===== src/rtl/result_reader.sv =====
// -----------------------------------------------------------------------------
// result_reader
//
// Streams a contiguous region of result words out of a pair of SRAM macros.
// Each SRAM word holds two results side by side, {upper, lower}; for every
// word the block issues one read on port 1 of both macros, captures the
// returned word one cycle later, and hands the lower result then the upper
// result to a valid/ready consumer.  The address counter walks from the start
// address to the end address inclusive, wrapping through 2^ADDR_W-1 to 0 when
// the start lies above the end.
//
// Parameters
//   ADDR_W         SRAM word address width
//   DATA_W         width of one result
//   MEM_WORD_SIZE  combined width of both SRAM halves (2*DATA_W)
//
// Ports
//   clk_i         clock, all state changes on the rising edge
//   rst_i         asynchronous active-high reset
//   start_i       one-cycle request to stream a region (honoured only in IDLE)
//   start_addr_i  first word address, sampled with an accepted start
//   end_addr_i    last word address (inclusive), sampled with an accepted start
//   csb_o         active-low read chip select shared by both macros
//   addr_o        read address shared by both macros (always the counter)
//   rdata_i       read data {upper macro dout1, lower macro dout1}
//   res_valid_o   result valid
//   res_ready_i   downstream ready
//   res_data_o    result value
//   res_last_o    final result of the region
//   busy_o        high whenever the FSM is not in IDLE
//   done_o        one-cycle completion pulse
// -----------------------------------------------------------------------------
module result_reader #(
    parameter int ADDR_W        = 9,
    parameter int DATA_W        = 32,
    parameter int MEM_WORD_SIZE = 64
) (
    input  logic                     clk_i,
    input  logic                     rst_i,
    input  logic                     start_i,
    input  logic [ADDR_W-1:0]        start_addr_i,
    input  logic [ADDR_W-1:0]        end_addr_i,
    output logic                     csb_o,
    output logic [ADDR_W-1:0]        addr_o,
    input  logic [MEM_WORD_SIZE-1:0] rdata_i,
    output logic                     res_valid_o,
    input  logic                     res_ready_i,
    output logic [DATA_W-1:0]        res_data_o,
    output logic                     res_last_o,
    output logic                     busy_o,
    output logic                     done_o
);

    typedef enum logic [2:0] {
        IDLE    = 3'd0,
        READ    = 3'd1,
        WAIT    = 3'd2,
        SEND_LO = 3'd3,
        SEND_HI = 3'd4,
        DONE    = 3'd5
    } state_t;

    localparam logic [ADDR_W-1:0] ADDR_ONE = {{(ADDR_W-1){1'b0}}, 1'b1};

    state_t                   state;
    logic [ADDR_W-1:0]        counter;
    logic [ADDR_W-1:0]        end_addr;
    logic [MEM_WORD_SIZE-1:0] hold;

    // The read address is the counter itself, so it is stable in every state
    // and simply stays at the end address once the region has finished.
    assign addr_o = counter;

    // Single FSM process.  Every output is a register that is loaded together
    // with the state it belongs to, so the outputs change exactly on the edge
    // that enters the corresponding state and are glitch-free toward the SRAM
    // and the consumer.  res_data_o is loaded on entry to SEND_LO (straight
    // from rdata_i, the same value that lands in hold) and on entry to SEND_HI,
    // which keeps it stable for as long as the consumer stalls.
    always_ff @(posedge clk_i or posedge rst_i) begin
        if (rst_i) begin
            state       <= IDLE;
            counter     <= '0;
            end_addr    <= '0;
            hold        <= '0;
            csb_o       <= 1'b1;
            res_valid_o <= 1'b0;
            res_data_o  <= '0;
            res_last_o  <= 1'b0;
            busy_o      <= 1'b0;
            done_o      <= 1'b0;
        end else begin
            unique case (state)
                IDLE: begin
                    if (start_i) begin
                        counter  <= start_addr_i;
                        end_addr <= end_addr_i;
                        csb_o    <= 1'b0;
                        busy_o   <= 1'b1;
                        state    <= READ;
                    end
                end

                READ: begin
                    csb_o <= 1'b1;
                    state <= WAIT;
                end

                // The macros return data one cycle after csb_o was sampled
                // low, so rdata_i is valid during this state.
                WAIT: begin
                    hold        <= rdata_i;
                    res_data_o  <= rdata_i[DATA_W-1:0];
                    res_valid_o <= 1'b1;
                    state       <= SEND_LO;
                end

                SEND_LO: begin
                    if (res_ready_i) begin
                        res_data_o <= hold[MEM_WORD_SIZE-1:DATA_W];
                        res_last_o <= (counter == end_addr);
                        state      <= SEND_HI;
                    end
                end

                // Comparing before incrementing means a wrapping region
                // (start above end) simply runs through the top address and
                // the counter's natural overflow back to zero.
                SEND_HI: begin
                    if (res_ready_i) begin
                        res_valid_o <= 1'b0;
                        res_last_o  <= 1'b0;
                        if (counter == end_addr) begin
                            done_o <= 1'b1;
                            state  <= DONE;
                        end else begin
                            counter <= counter + ADDR_ONE;
                            csb_o   <= 1'b0;
                            state   <= READ;
                        end
                    end
                end

                DONE: begin
                    done_o <= 1'b0;
                    busy_o <= 1'b0;
                    state  <= IDLE;
                end

                default: begin
                    csb_o       <= 1'b1;
                    res_valid_o <= 1'b0;
                    res_last_o  <= 1'b0;
                    busy_o      <= 1'b0;
                    done_o      <= 1'b0;
                    state       <= IDLE;
                end
            endcase
        end
    end

endmodule

===== config.mk =====
export PLATFORM = sky130hd
export DESIGN_NAME = result_reader
export DESIGN_NICKNAME = d
export VERILOG_FILES = /design/src/rtl/result_reader.sv
export SDC_FILE = /design/constraint.sdc
export NUM_CORES = 1
export LEC_CHECK = 0
export CAP_MARGIN = 20
export CORE_ASPECT_RATIO = 1.2
export CORE_MARGIN = 2
export CORE_UTILIZATION = 30
export CTS_CLUSTER_DIAMETER = 200
export CTS_CLUSTER_SIZE = 10
export DETAILED_ROUTE_END_ITERATION = 8
export MAX_ROUTING_LAYER = met4
export PLACE_DENSITY = 0.59
export SLEW_MARGIN = 40
export SYNTH_ARGS = -nofsm -noshare
export SYNTH_HDL_FRONTEND = slang
export SYNTH_SLANG_ARGS = --single-unit

===== constraint.sdc =====
create_clock -name clk_i -period 3.3 [get_ports clk_i]
set_input_delay 0.66 -clock clk_i [delete_from_list [all_inputs] [get_ports clk_i]]
set_output_delay 0.66 -clock clk_i [all_outputs]
set_load 0.01 [all_outputs]

# After elaboration in Yosys (flattened, before gate mapping)
# Index checks and enable logic that the tools add are counted.
# W data, S select, Z words.
# op_classes
mul	0
n_reduce_logical	17
mux	24
n_bitwise	5
magnitude_cmp	0
div	0
eq_ne	11
shifts	0
addsub	1
# ops
op	n
$pmux W32 S2	1
$mux W32	1
$mux W9	3
$pmux W9 S2	1
$reduce_or A4 Y1	4
$pmux W3 S5	1
$mux W3	4
$ne A2 B2 Y1 const B	5
$add A9 B1 Y9 const B	1
$eq A9 B9 Y1	1
$pmux W1 S3	3
$reduce_and A3 Y1	3
$mux W1	8
$reduce_and A2 Y1	4
$reduce_and A4 Y1	2
$eq A3 B2 Y1 const B	2
$eq A3 B3 Y1 const B	2
$not A1 Y1	5
$pmux W1 S2	2
$reduce_bool A2 Y1	2
$eq A3 B1 Y1 const B	1
$logic_not A3 Y1	1
$reduce_or A3 Y1	1
# word_totals
mem_bits_rw	0
latch_bits	0
n_memories	0
input_bits	86
register_bits	122
mem_bits_ro	0

# Logic depth before layout (Yosys ltp)
# logic_depth
word_depth	4
ltp_mapped	8
mapped_depth_nobuf	6

# Least setup slack after synthesis
# No wires, ideal clock.
# synth_path
kind	input to register
from	input port res_ready_i
to	register counter[4], in the netlist addr_o[4]
path_buffers	1
setup_slack_ns	1.577
path_stages	5
t_arrival_ns	1.585
setup_time_ns	0.138
path_cell_list	clkbuf_1 nand2_1 a21o_2 nor2_1 a31oi_1
# synth_between
elab_chain_cells	2
# synth_rtl
item	line_no	text
start: declaration	47	input logic res_ready_i,
$ne A2 B2 Y1 (no line)	-	
$reduce_and A4 Y1 (no line)	-	
end signal: assignment	96	counter <= start_addr_i;
end signal: assignment	137	counter <= counter + ADDR_ONE;
end: declaration	66	logic [ADDR_W-1:0] counter;
# Every way passes these cells.
# A chain may end at the register's enable or synchronous reset.

# Worst setup path after layout
# layout_path
from	register counter[5], in the netlist addr_o[5]
to	output port addr_o[5]
# layout_rtl
item	line_no	text
end: declaration	44	output logic [ADDR_W-1:0] addr_o,
# No word-level cell between the ends.

==> flow_metrics.py <==
metrics = {
    "status": {
        "outcome": "complete, no violations",
    },
    "critical_path": {
        "critPathArrivalTime_ns": 1.50,
        "reg2reg_slack_ns": 1.36,
        "crit_buf_inv": 1,
        "cp_slowest_cell": "clkdlybuf4s50_1",
        "path_class": "reg -> out",
        "setup.worst_path.start_class": "register",
        "rr_worst_depth": 5,
        "cpLargestDelayFamily": "buffers and inverters",
        "required_ns": 2.64,
        "cp_max_fo": 8,
        "crit_chain": "clkdlybuf4s50_1",
        "end_kind": "output pin",
        "r2r-end": "addr_o[5]",
        "r2r-start": "addr_o[5]",
        "cp_slowest_stage_delay_ns": 0.60,
    },
    "timing": {
        "drv_slew": 0,
        "fin_tns_setup_ns": 0,
        "rsz0062_at_grt": "no",
        "period_share_pct": 65.4,
        "post-route-min-period_ns": 2.16,
        "worst_slew_pin_slew_ns": 0.691,
        "setup_violations": 0,
        "fmax_mhz": 464,
        "hold_viol_final": 0,
        "fin_skew_ns": 0.00552,
        "slew_headroom_pct": 53.8,
    },
    "detailed_routing": {
        "drt-wirelength-per-cell_um": 15.6,
        "vias": 3324,
        "drt-initial-drc-count": 146,
        "routed_wl_um": 10700,
        "viasPerCell": 4.86,
        "dr.pass1.iters": 4,
        "drc": 0,
        "final_antenna_net_count": 0,
    },
    "floorplan": {
        "die_h_um": 133,
        "dieArea_um2": 14900,
        "die_w_um": 112,
        "initial_core_util_pct": 30.5,
        "ioPinCount": 132,
        "rows": 47,
        "core_area_um2": 13700,
    },
    "final_layout": {
        "layout_commonest_cell": "clkdlybuf4s50_1",
        "nNetsFinal": 595,
        "drive_gt1_share_pct": 14.0,
        "syn_to_final_growth_pct": 42.2,
        "final_core_util_pct": 43.3,
        "n_antenna_cell": 0,
        "mostFrequentLayoutCells": "clkdlybuf4s50_1 (131), dfrtp_1 (89), nand2_1 (71)",
    },
    "pwr": {
        "p_leak_nw": 2.47,
        "p_per_area_nw_per_um2": 931,
        "ir_worst_vdd_v": 0.000400,
    },
    "global_routing": {
        "grtUsageTotal_pct": 15.5,
        "grt_max_degree": 65,
        "grt_pass1_vias": 3493,
        "grt_overflow": 0,
        "grt_pass1_wl_um": 17400,
        "antenna_found_initial": 0,
    },
    "yosys": {
        "syn-num-nets": 470,
        "synth_cell_types": 42,
        "syn_avg_cell_area_um2": 10.9,
        "ys_seq_area_share_pct": 54.0,
        "synth-edff-count": 0,
        "postSynthCellCount": 383,
        "yosys_warnings": 0,
        "synth_flop_cell": "dfrtp_1",
        "async_flop_share_pct": 100,
        "synth-seq-cells": 90,
        "syn_area_um2": 4170,
    },
    "worst_hold_path": {
        "min_to": "res_data_o[11]",
        "worstHoldPathCells": 2,
        "min-delay-start": "res_data_o[11]",
        "hp-class": "reg -> reg",
    },
    "clock_network": {
        "clk_pin_slew_ns": 0.07,
        "clk_latency_ns": 0.35,
        "clockRootBuffer": "clkbuf_16",
        "cts_sinks": 90,
        "clockBufferDepth": 2,
        "cts_tree": "done",
        "cts_resized": 0,
        "cts_hold_buf": 0,
        "cts_setup_buffers": 0,
        "cts_buffers": 9,
        "ctsHtreeMaxLevel": 3,
    },
    "placement": {
        "gp_congestion": 0.867,
        "hpwl_um": 7590,
        "numPortBuffers": 131,
    },
    "job": {
        "cap_violations": 0,
    },
}
==> layout make-up <==
class                           count  area (µm²)
Clock buffer                       10         239
Clock inverter                      6        65.1
Inverter                            5        20.0
Sequential cell                    90        2250
Multi-Input combinational cell    265        1780
Fill cell                        1341        7770
Tap cell                          171         214
Timing Repair Buffer              137        1370
==> cell usage after synthesis, types with 2 or more instances <==
cell	n	share of area, %
nor2_1	15	1.3
nand3_1	4	0.48
a22o_2	2	0.48
a21o_2	2	0.42
clkbuf_1	8	0.72
inv_1	4	0.36
xor2_1	9	1.9
buf_2	8	0.96
nor3_1	5	0.60
a21oi_1	14	1.7
dfrtp_1	89	53
buf_6	5	1.3
o22ai_1	4	0.60
a2bb2oi_1	3	0.63
nand4_1	2	0.30
a32oi_1	4	0.84
o21ai_0	41	4.9
a31oi_1	6	0.90
mux2i_1	32	7.7
and3_1	3	0.45
nand2_1	71	6.4
mux2_2	32	8.6
==> tightest hold or removal path, stage by stage (launching register included) <==
cell     delay [ns]
dfrtp_1        0.34
nand2_1        0.05
o21ai_0        0.06
==> kinds of logic after synthesis <==
family                     count (synthesis)  share of synthesized area, %
muxes                                     64                          16.3
and+or+nand+nor                          108                          11.2
buffers and inverters                     28                          3.99
adders and majority gates                  1                         0.300
DFF                                       90                          54.0
AOI/OAI and AO/OA                         83                          12.3
xor gates and xnor gates                   9                          1.89
==> through the flow <==
stage | setup slack, ns | hold WS, ns | cell area [µm²] | cells | total power [mW]
final | 1.14 | 0.477 | 5940 | 684 | 5.53
after detailed placement | 0.891 | 0.472 | 5630 | 668 | 4.54
after global placement | 0.922 | 0.462 | 5630 | 668 | 4.47
after CTS | 1.14 | 0.485 | 5940 | 684 | 5.62
after floorplan | 0.306 | 0.463 | 4170 | 383 | 3.55
after global routing | 1.11 | 0.498 | 5940 | 684 | 5.94
==> routing by layer <==
metal,GRT usage (%),up-vias,wire [µm]
met2,25.5,124,5250
li1,-,1589,-
met3,3.91,14,754
met4,8.30,0,229
met5,-,-,0
met1,17.3,1597,4430
==> registers in the layout (all words and copies together), names as in the netlist <==
name,flops
csb_o,1
addr_o,9
res_valid_o,1
hold,32
res_data_o,32
res_last_o,1
state,3
end_addr,9
busy_o,1
done_o,1
==> worst max path at each step <==
stage / from / endpoint / depth (start not counted) / slack (ns)
6_report: addr_o[5] / addr_o[5] / 1 / 1.14
5_1_grt: start_i / addr_o[2] / 5 / 1.11
4_1_cts: addr_o[5] / addr_o[5] / 1 / 1.14
3_5_place_dp: res_ready_i / addr_o[8] / 5 / 0.89
3_3_place_gp: res_ready_i / addr_o[4] / 5 / 0.92
2_1_floorplan: rst_i / addr_o[0] / 1 / 0.31
==> report_power, final <==
part,internal [mW],switching [mW],total [mW]
Sequential,1.65,0.403,2.06
Clock,0.609,0.446,1.05
Combinational,1.27,1.14,2.41
Total,3.54,1.99,5.53
Power figures use the tool's default switching activity.
